<file path="config.mk">
export PLATFORM = sky130hd
export DESIGN_NAME = dmux_1ton_hs
export DESIGN_NICKNAME = d
export VERILOG_FILES = /design/src/rtl/dmux_pkg.sv /design/src/rtl/dmux_ch_buf.sv /design/src/rtl/dmux_1ton_hs.sv
export SDC_FILE = /design/constraint.sdc
export NUM_CORES = 1
export LEC_CHECK = 0
export CORE_UTILIZATION = 30
export DETAILED_ROUTE_END_ITERATION = 10
export DONT_BUFFER_PORTS = 1
export SYNTH_ARGS = -nofsm -noshare
export SYNTH_HDL_FRONTEND = slang
export SYNTH_HIERARCHICAL = 1
export SYNTH_SLANG_ARGS = --single-unit
</file>
<file path="constraint.sdc">
create_clock -name clk -period 3.1 [get_ports clk]
set_input_delay 0.62 -clock clk [delete_from_list [all_inputs] [get_ports clk]]
set_output_delay 0.62 -clock clk [all_outputs]
set_load 0.005 [all_outputs]
</file>
<file path="src/rtl/dmux_pkg.sv">
// Shared constants and helpers for the 1-to-N handshake demultiplexer.
package dmux_pkg;

    localparam logic MODE_ADDR = 1'b0;
    localparam logic MODE_AUTO = 1'b1;

    localparam int STATS_W = 16;

    // Wraps modulo n_ch exactly, so non-power-of-two channel counts work.
    function automatic int unsigned ptr_wrap_inc(input int unsigned ptr, input int unsigned n_ch);
        return (ptr == n_ch - 1) ? 0 : ptr + 1;
    endfunction

endpackage

</file>
<file path="src/rtl/dmux_ch_buf.sv">
// One-entry output holding register for a single demux channel.
// A fill on the same edge as a drain keeps the entry full, giving one word per cycle.
module dmux_ch_buf
    import dmux_pkg::*;
#(
    parameter int DATA_W = 8
) (
    input  logic              clk,
    input  logic              rst_n,
    input  logic              fill,
    input  logic [DATA_W-1:0] fill_data,
    input  logic              out_ready,
    output logic              can_fill,
    output logic              out_valid,
    output logic [DATA_W-1:0] out_data
);

    // Empty, or the held word leaves on this very edge.
    assign can_fill = !out_valid || out_ready;

    // NOTE: state registers use non-blocking assignments so every flop samples pre-edge values.
    // NOTE: the data register is reset as well because the block exposes out_data = 0 after reset.
    always_ff @(posedge clk) begin
        if (!rst_n) begin
            out_valid <= 1'b0;
            out_data  <= '0;
        end else begin
            if (fill) begin
                out_valid <= 1'b1;
                out_data  <= fill_data;
            end else if (out_valid && out_ready) begin
                out_valid <= 1'b0;
            end
        end
    end

endmodule

</file>
<file path="src/rtl/dmux_1ton_hs.sv">
// Registered 1-to-N demultiplexer with valid/ready on input and every output channel.
// Optional transfer counter enabled by defining DMUX_STATS_EN.
module dmux_1ton_hs
    import dmux_pkg::*;
#(
    parameter int DATA_W = 8,
    parameter int N_CH   = 4,
    parameter int SEL_W  = $clog2(N_CH)
) (
    input  logic                     clk,
    input  logic                     rst_n,
    input  logic                     mode,
    input  logic                     in_valid,
    output logic                     in_ready,
    input  logic [DATA_W-1:0]        in_data,
    input  logic [SEL_W-1:0]         in_sel,
    output logic [N_CH-1:0]          out_valid,
    input  logic [N_CH-1:0]          out_ready,
    output logic [N_CH*DATA_W-1:0]   out_data,
    output logic                     sel_err
`ifdef DMUX_STATS_EN
    ,
    output logic [STATS_W-1:0]       xfer_cnt
`endif
);

    localparam int              SEL_SPAN = 1 << SEL_W;
    localparam logic [SEL_W:0]  N_CH_L   = (SEL_W + 1)'(N_CH);

    logic [SEL_W-1:0]    ptr;
    logic [SEL_W-1:0]    tgt;
    logic                in_range;
    logic                accept;
    logic [N_CH-1:0]     fill;
    logic [N_CH-1:0]     can_fill;
    logic [SEL_SPAN-1:0] can_fill_ext;

    // NOTE: every signal driven here gets a default first so no latch is inferred.
    always_comb begin
        tgt          = (mode == MODE_AUTO) ? ptr : in_sel;
        in_range     = {1'b0, tgt} < N_CH_L;
        can_fill_ext = '0;
        can_fill_ext[N_CH-1:0] = can_fill;
        // Out-of-range words are swallowed rather than stalling the producer.
        in_ready     = in_range ? can_fill_ext[tgt] : 1'b1;
        accept       = in_valid && in_ready;
    end

    for (genvar k = 0; k < N_CH; k++) begin : g_ch
        assign fill[k] = accept && in_range && (tgt == SEL_W'(k));

        dmux_ch_buf #(
            .DATA_W (DATA_W)
        ) u_buf (
            .clk       (clk),
            .rst_n     (rst_n),
            .fill      (fill[k]),
            .fill_data (in_data),
            .out_ready (out_ready[k]),
            .can_fill  (can_fill[k]),
            .out_valid (out_valid[k]),
            .out_data  (out_data[k*DATA_W +: DATA_W])
        );
    end

    // The pointer never skips a full channel, which keeps auto-mode delivery strictly ordered.
    always_ff @(posedge clk) begin
        if (!rst_n) begin
            ptr     <= '0;
            sel_err <= 1'b0;
        end else begin
            if (accept && mode == MODE_AUTO) begin
                ptr <= SEL_W'(ptr_wrap_inc(32'(ptr), 32'(N_CH)));
            end
            if (accept && !in_range) begin
                sel_err <= 1'b1;
            end
        end
    end

`ifdef DMUX_STATS_EN
    always_ff @(posedge clk) begin
        if (!rst_n) begin
            xfer_cnt <= '0;
        end else if (accept && in_range) begin
            xfer_cnt <= xfer_cnt + 1'b1;
        end
    end
`endif

endmodule

</file>
**Word-level counts from Yosys, hierarchy flattened**

Index checks and enable logic that the tools add are counted.

- Register bits: 38
- Bits of input ports: 18
- Word-level logic and storage cells: 50
- Output and inout bits: 38

- Magnitude comparators: 1
- Add/sub/neg operators: 1
- Multiplexer cells: 12
- Equality and inequality tests: 4
- Reductions and logical operators: 23

Operators by type and width:

| operator | number |
|---|---|
| $logic_and 1x1->1 | 10 |
| $mux 1 | 9 |
| $reduce_bool 2->1 | 4 |
| $eq 2x2->1 const B | 3 |
| $logic_not 1->1 | 4 |
| $logic_or 1x1->1 | 4 |
| $mux 2 | 2 |
| $lt 2x3->1 const B | 1 |
| $add 2x1->2 const B | 1 |
| $bmux 1 s2 | 1 |
| $eq 2x1->1 const B | 1 |
| $logic_not 2->1 | 1 |

**Depth between registers and ports, before layout**

Gate-level depths: netlist of the first run.

- Depth in word-level cells: 7
- Gate-level depth with buffers: 6
- Mapped depth without buffers: 5

**Modules after synthesis**

The synthesis of the first run kept the hierarchy.

By module, submodules not included:

| module | area each (um^2) | times used | sequential area each (um^2) | cells each |
|---|---|---|---|---|
| dmux_ch_buf | 339.1 | 4 | 180.2 | 29 |
| dmux_1ton_hs | 242.7 | 1 | 40.0 | 28 |

**Worst setup path after synthesis of the first run**

Ideal clock, no wire load.

- Path type: in2out
- Start point: input port mode
- End point: output port in_ready
- Buffers on the path: 0
- Cell stages on the path: 2
- Arrival time: 1.452 ns
- Data required time: 2.480 ns
- Slack: 1.028 ns
- Cell sequence: mux2i_4 mux4_2

- Word-level cells in the longest chain between the ends: 3

Ends and longest elaborated chain:

| what | line | text |
|---|---|---|
| start: declaration | dmux_1ton_hs.sv:12 | `input logic mode,` |
| $mux 2 | dmux_1ton_hs.sv:40 | `tgt = (mode == MODE_AUTO) ? ptr : in_sel;` |
| $bmux 1 s2 | dmux_1ton_hs.sv:45 | `in_ready = in_range ? can_fill_ext[tgt] : 1'b1;` |
| $mux 1 (not written as such) | dmux_1ton_hs.sv:45 |  |
| end: declaration | dmux_1ton_hs.sv:14 | `output logic in_ready,` |

Every way passes these cells. The select of a mux whose other input is x is not followed.

**Final worst setup path of the first run**

Same ends and word-level chain as after synthesis.

==> results of run 1 <==
## cells in the final DEF, fill, tap and decap left out, drive strengths merged, types with 3 or more instances in the layout
cell     n
a21boi   4
mux2i   37
inv      4
dfxtp   38
nand2    8
clkbuf   6
nand2b   5
nor2b   33
nor2     3
buf      4
## power groups by stage
stage | Sequential [uW] | Combinational [uW] | Clock [uW]
finish | 526 | 84.3 | 350
global placement | 537 | 81.8 | 0
global route | 530 | 93.2 | 386
CTS | 527 | 86.1 | 362
detailed placement | 538 | 85.9 | 0
floorplan | 533 | 74.0 | 0
## state kept, by name, indices dropped and copies added, names as in the netlist
name / count
g_ch.u_buf/out_valid: 4
g_ch.u_buf/out_data: 32
ptr: 2
## area by class of cell
cell class / count / area, um2
Fill cell: 525 / 3340
Multi-Input combinational cell: 97 / 781
Sequential cell: 38 / 761
Tap cell: 70 / 87.6
Clock buffer: 6 / 82.6
Timing Repair Buffer: 4 / 30.0
Inverter: 4 / 15.0
Clock inverter: 2 / 12.5
## kinds of logic (layout without fill, tap and decap cells)
kind of cell	count (synthesis)	in the layout	share of synthesized area [%]
simple gates	51	51	18.4
mux	38	38	25.4
flops	38	38	47.6
buf+inv	9	16	4.23
compound gates	6	6	3.44
fa+ha+maj	1	1	0.782
other cells	1	1	0.235
## layer usage
metal  routed length (um)  vias up  share of wire [%]  global-route usage (%)
li1                     -      488                  -                       -
met1                 1390      458                 42                    14.3
met2                 1680       43                 50                    22.2
met3                  259        2                7.8                    5.62
met4                   10        0               0.30                    3.98
met5                    0        -                  0                       0
## through the flow
step                total power (uW)  cells
floorplan                        607    144
global placement                 619    213
detailed placement               624    213
CTS                              974    221
global route                    1010    221
finish                           961    221
## final timing paths
check,end,slack [ps],depth (start not counted)
max,in_ready,960,2
min,g_ch[2].u_buf/out_data[4],460,1
max reg2reg,g_ch[3].u_buf/out_data[2],1470,6
min reg2reg,ptr[0],520,2
==> out/results.ini, run 1 <==
[power]
power.leakage_uw = 0.000592
p_clk_share_pct = 36.5
p_int_uw = 733
worst_ir_drop_vdd_v = 0.000243
pwr_density_cell_nw_per_um2 = 543
p_comb_share_pct = 8.8
p_switching_uw = 228
pwr-share-seq_pct = 54.8
switching_share_pct = 23.8

[critical_path]
path_buf_inv = 0
cpPeakStageDelay_ps = 560
worst-setup-path-type = in2out
endpoint_kind = primary output
crit_required_ps = 2480
startpoint = mode
slowest_stage = mux4_2
crit_path_max_fanout = 7
cp_cell_sequence = mux2i_4 > mux4_2
timing.critical_path.from_type = primary input
rr_startpoint = ptr[1]
path_delay_family = multiplexers
cp_data_arrival_time_ps = 1520

[clock_network]
clkTransAtPathRegs_ps = 80
clk_latency_ps = 280
cts_buffers = 5
tritoncts = done
post_cts_buffers = 0
clockBufferDepth = 2
cts_root_buffer = clkbuf_8
holdBufCountCts = 0
cts-htree-levels = 2
post_cts_resized = 0
clock-sinks = 38

[status]
outcome = completed

[drt]
vias = 991
vias_per_cell = 4.48
drt-pass1-iter-count = 3
final_antenna_net_count = 0
drt-total-wl_um = 3330
drcViolationCount = 0
drtIter0Drc = 26
wl_per_cell_um = 15.1

[global_routing]
first_global_vias = 1072
antenna_found_initial = 0
grt_max_degree = 41
grt_usage_pct = 12.9
grt_remaining_overflow = 0
grt_pass1_wl_um = 5180

[logic_synthesis]
ys_ff_latch = 38
synthTopCellsByCount = dfxtp_1 (38), mux2i_1 (36), nor2b_1 (33)
synth_top_area_share_pct = 47.6
synth_cell_types = 16
syn_area_um2 = 1600
yosys.area.top_type = dfxtp_1
synthCells = 144
yosys_warnings = 6
synth_nets = 163
synth_ff_type = dfxtp_1
synth_area_per_cell_um2 = 11.1
async_flop_share_pct = 0
synth_edf_count = 0
synth_area_leaders = dfxtp_1 (48%), mux2i_1 (23%), nor2b_1 (13%), buf_6 (2.8%), nand2b_1 (2.0%)
synth.most_common_cell = dfxtp_1
ys_seq_area_share_pct = 47.6

[finish]
layout-drive-gt1-share_pct = 11.9
num_antenna_cells = 0
final_util_pct = 34.6
final_nets = 169
design_area_um2 = 1770
area_growth_pct = 10.6

[floorplan]
fp.coreArea_um2 = 5110
die_w_um = 75.0
ioPinCount = 56
start_util_pct = 31.3
dieArea_um2 = 5630
num_rows = 26
fp.dieH_um = 75.0

[sta]
hold_ws_ps = 464
tns_ps = 0
period_minus_slack_ps = 2140
fmax_ghz = 0.468
drv_slew = 0
setup_ws_ps = 963
setup_violations = 0
fin_crit_sh_pct = 68.9
hold_viol_final = 0
skew_ps = 4.62
rsz0062_at_grt = false

[hold_path]
hp-start = rst_n
worstHoldPathType = in2reg

[placement]
port_buffers = 0
place_congestion = 0.654
post-place-ws_ps = 956
hpwlAfterDp_um = 2360
postPlaceCellArea_um2 = 1670

[flow_run]
drv_cap = 0

Note: power is estimated with default switching activity, not from simulation.
==> run 2: changes to the inputs <==
==> constraint.sdc (replaced) <==
create_clock -name clk -period 1.8 [get_ports clk]
set_input_delay 0.36 -clock clk [delete_from_list [all_inputs] [get_ports clk]]
set_output_delay 0.36 -clock clk [all_outputs]
set_load 0.005 [all_outputs]
==> run 2 against run 1 <==
Routed wire length increased by 5.3%. Clock skew about the same. Non-clock buffer count increased by 1. Sequential power increased by 72%. Register-to-register slack got worse by 1300 ps. Sequential cell count unchanged. Utilization increased by 1.8 points. Die area unchanged. Critical endpoint unchanged. Largest cell class unchanged.
==> out/results.ini, run 2 (synthesized netlist as in run 1, its figures left out) <==
[floorplan]
die_w_um = 75.0  ; unchanged
ioPinCount = 56  ; unchanged
dieArea_um2 = 5630  ; unchanged
num_rows = 26  ; unchanged
start_util_pct = 31.3  ; unchanged
fp.coreArea_um2 = 5110  ; unchanged
fp.dieH_um = 75.0  ; unchanged

[drt]
vias = 1024  ; +3.3%
drcViolationCount = 0  ; unchanged
drt-pass1-iter-count = 2  ; -1
drt-total-wl_um = 3510  ; +5.3%
wl_per_cell_um = 15.8  ; +4.8%
vias_per_cell = 4.61  ; +2.9%
final_antenna_net_count = 0  ; unchanged
drtIter0Drc = 18  ; -31%

[power]
worst_ir_drop_vdd_v = 0.000450  ; +85%
pwr_density_cell_nw_per_um2 = 1050  ; +93%
power.leakage_uw = 0.000630  ; +6.6%

[finish]
num_antenna_cells = 0  ; unchanged
design_area_um2 = 1860  ; +5.3%
area_growth_pct = 16.5
largest_reg_flops = 32  ; unchanged
final_nets = 170  ; +0.59%
top_regs = g_ch.u_buf/out_data (32), g_ch.u_buf/out_valid (4), ptr (2)
fin_cells = 222  ; +0.45%
top_register = g_ch.u_buf/out_data
layout_commonest_cell = dfxtp_1
layout-drive-gt1-share_pct = 13.2  ; +1.2 points
layout_common_cells = dfxtp_1 (37), mux2i_1 (36), nor2b_1 (33)

[global_routing]
grt_pass1_wl_um = 5300  ; +2.3%
grt_usage_pct = 13.2  ; +0.31 points
antenna_found_initial = 0  ; unchanged
first_global_vias = 1081  ; +0.84%
grt_max_degree = 41  ; unchanged
grt_remaining_overflow = 0  ; unchanged

[clock_network]
cts_buffers = 5  ; unchanged
cts-htree-levels = 2  ; unchanged
clockBufferDepth = 2  ; unchanged
clkTransAtPathRegs_ps = 70  ; about the same
clk_latency_ps = 280  ; about the same
clock-sinks = 38  ; unchanged
tritoncts = done
cts_root_buffer = clkbuf_8

[sta]
fin_crit_sh_pct = 95.4
setup_violations = 0  ; unchanged
skew_ps = 4.36  ; -0.254 ps
rsz0062_at_grt = false
fmax_ghz = 0.582
hold_viol_final = 0  ; unchanged
tns_ps = 0  ; unchanged
drv_slew = 0  ; unchanged
period_minus_slack_ps = 1720
hold_ws_ps = 206  ; -258 ps

[critical_path]
cp_cell_sequence = mux2i_4 > mux4_2
timing.critical_path.from_type = flip-flop
path_buf_inv = 0  ; unchanged
crit_path_max_fanout = 4  ; -3
endpoint_kind = primary output
cpPeakStageDelay_ps = 540  ; -20 ps
r2r_slack_ps = 210  ; -1260 ps
path_delay_family = multiplexers
slowest_stage = mux4_2
crit_required_ps = 1440  ; -1040 ps
cp_data_arrival_time_ps = 1360  ; -160 ps
worst-setup-path-type = reg2out

[placement]
port_buffers = 0  ; unchanged
postPlaceCellArea_um2 = 1710  ; +2.2%
hpwlAfterDp_um = 2450  ; +3.7%
place_congestion = 0.656  ; +0.34%
placed_cells = 213  ; unchanged

[flow_run]
drv_cap = 0  ; unchanged

[hold_path]
worstHoldPathType = in2reg

[status]
outcome = completed

run 2: repair_timing:
| item | CTS | global route |
|---|---|---|
| hold buffers | 0 | 0 |
| hold endpoints to repair | 0 | 0 |
| setup endpoints to repair | 1 | 1 |
| setup buffers | 1 | 0 |
| resized for setup | 0 | 1 |
run 2: worst paths after layout:
path / startpoint / endpoint / cells after the start
setup / recovery: ptr[0] / in_ready / 2
hold / removal: rst_n / g_ch[1].u_buf/out_data[6] / 1
setup reg to reg: ptr[1] / g_ch[3].u_buf/out_data[2] / 6
hold reg to reg: ptr[1] / ptr[1] / 2
run 2: where the power goes:
part	switching [uW]	total [uW]	internal (uW)	leakage, uW
sequential	30.2	907	877	0.000309
combinational	72.6	162	89.8	0.000250
clock	288	879	591	0.0000714
run 2: worst register-to-register path, stage by stage (launching register included):
cell and delay (ps):
dfxtp_2 400, mux2i_1 140, nand2b_1 210, nor3b_2 270, buf_12 190, mux2i_1 200
nor2b_1 60
run 2: metal layers:
metal,track usage (%),share of wire [%]
met1,14.6,40
met2,23.8,51
met3,4.95,7.9
met4,3.14,0.86
met5,0,0
run 2: area by class of cell:
type | instances | area [um2]
sequential | 38 | 762
timing repair buffer | 5 | 75.1
clock inverter | 2 | 60.1
multi-input combinational | 97 | 781
clock buffer | 6 | 82.6
inverter | 4 | 15.0
fill | 509 | 3240
tap | 70 | 87.6
run 2: through the flow:
stage	total power, uW	util, %	worst slack, ps
global placement	1080	33.5	201
finish	1950	36.5	82.9
detailed placement	1090	33.5	115
CTS	1980	36.5	64.2
global route	2040	36.5	4.50
floorplan	1050	-	248
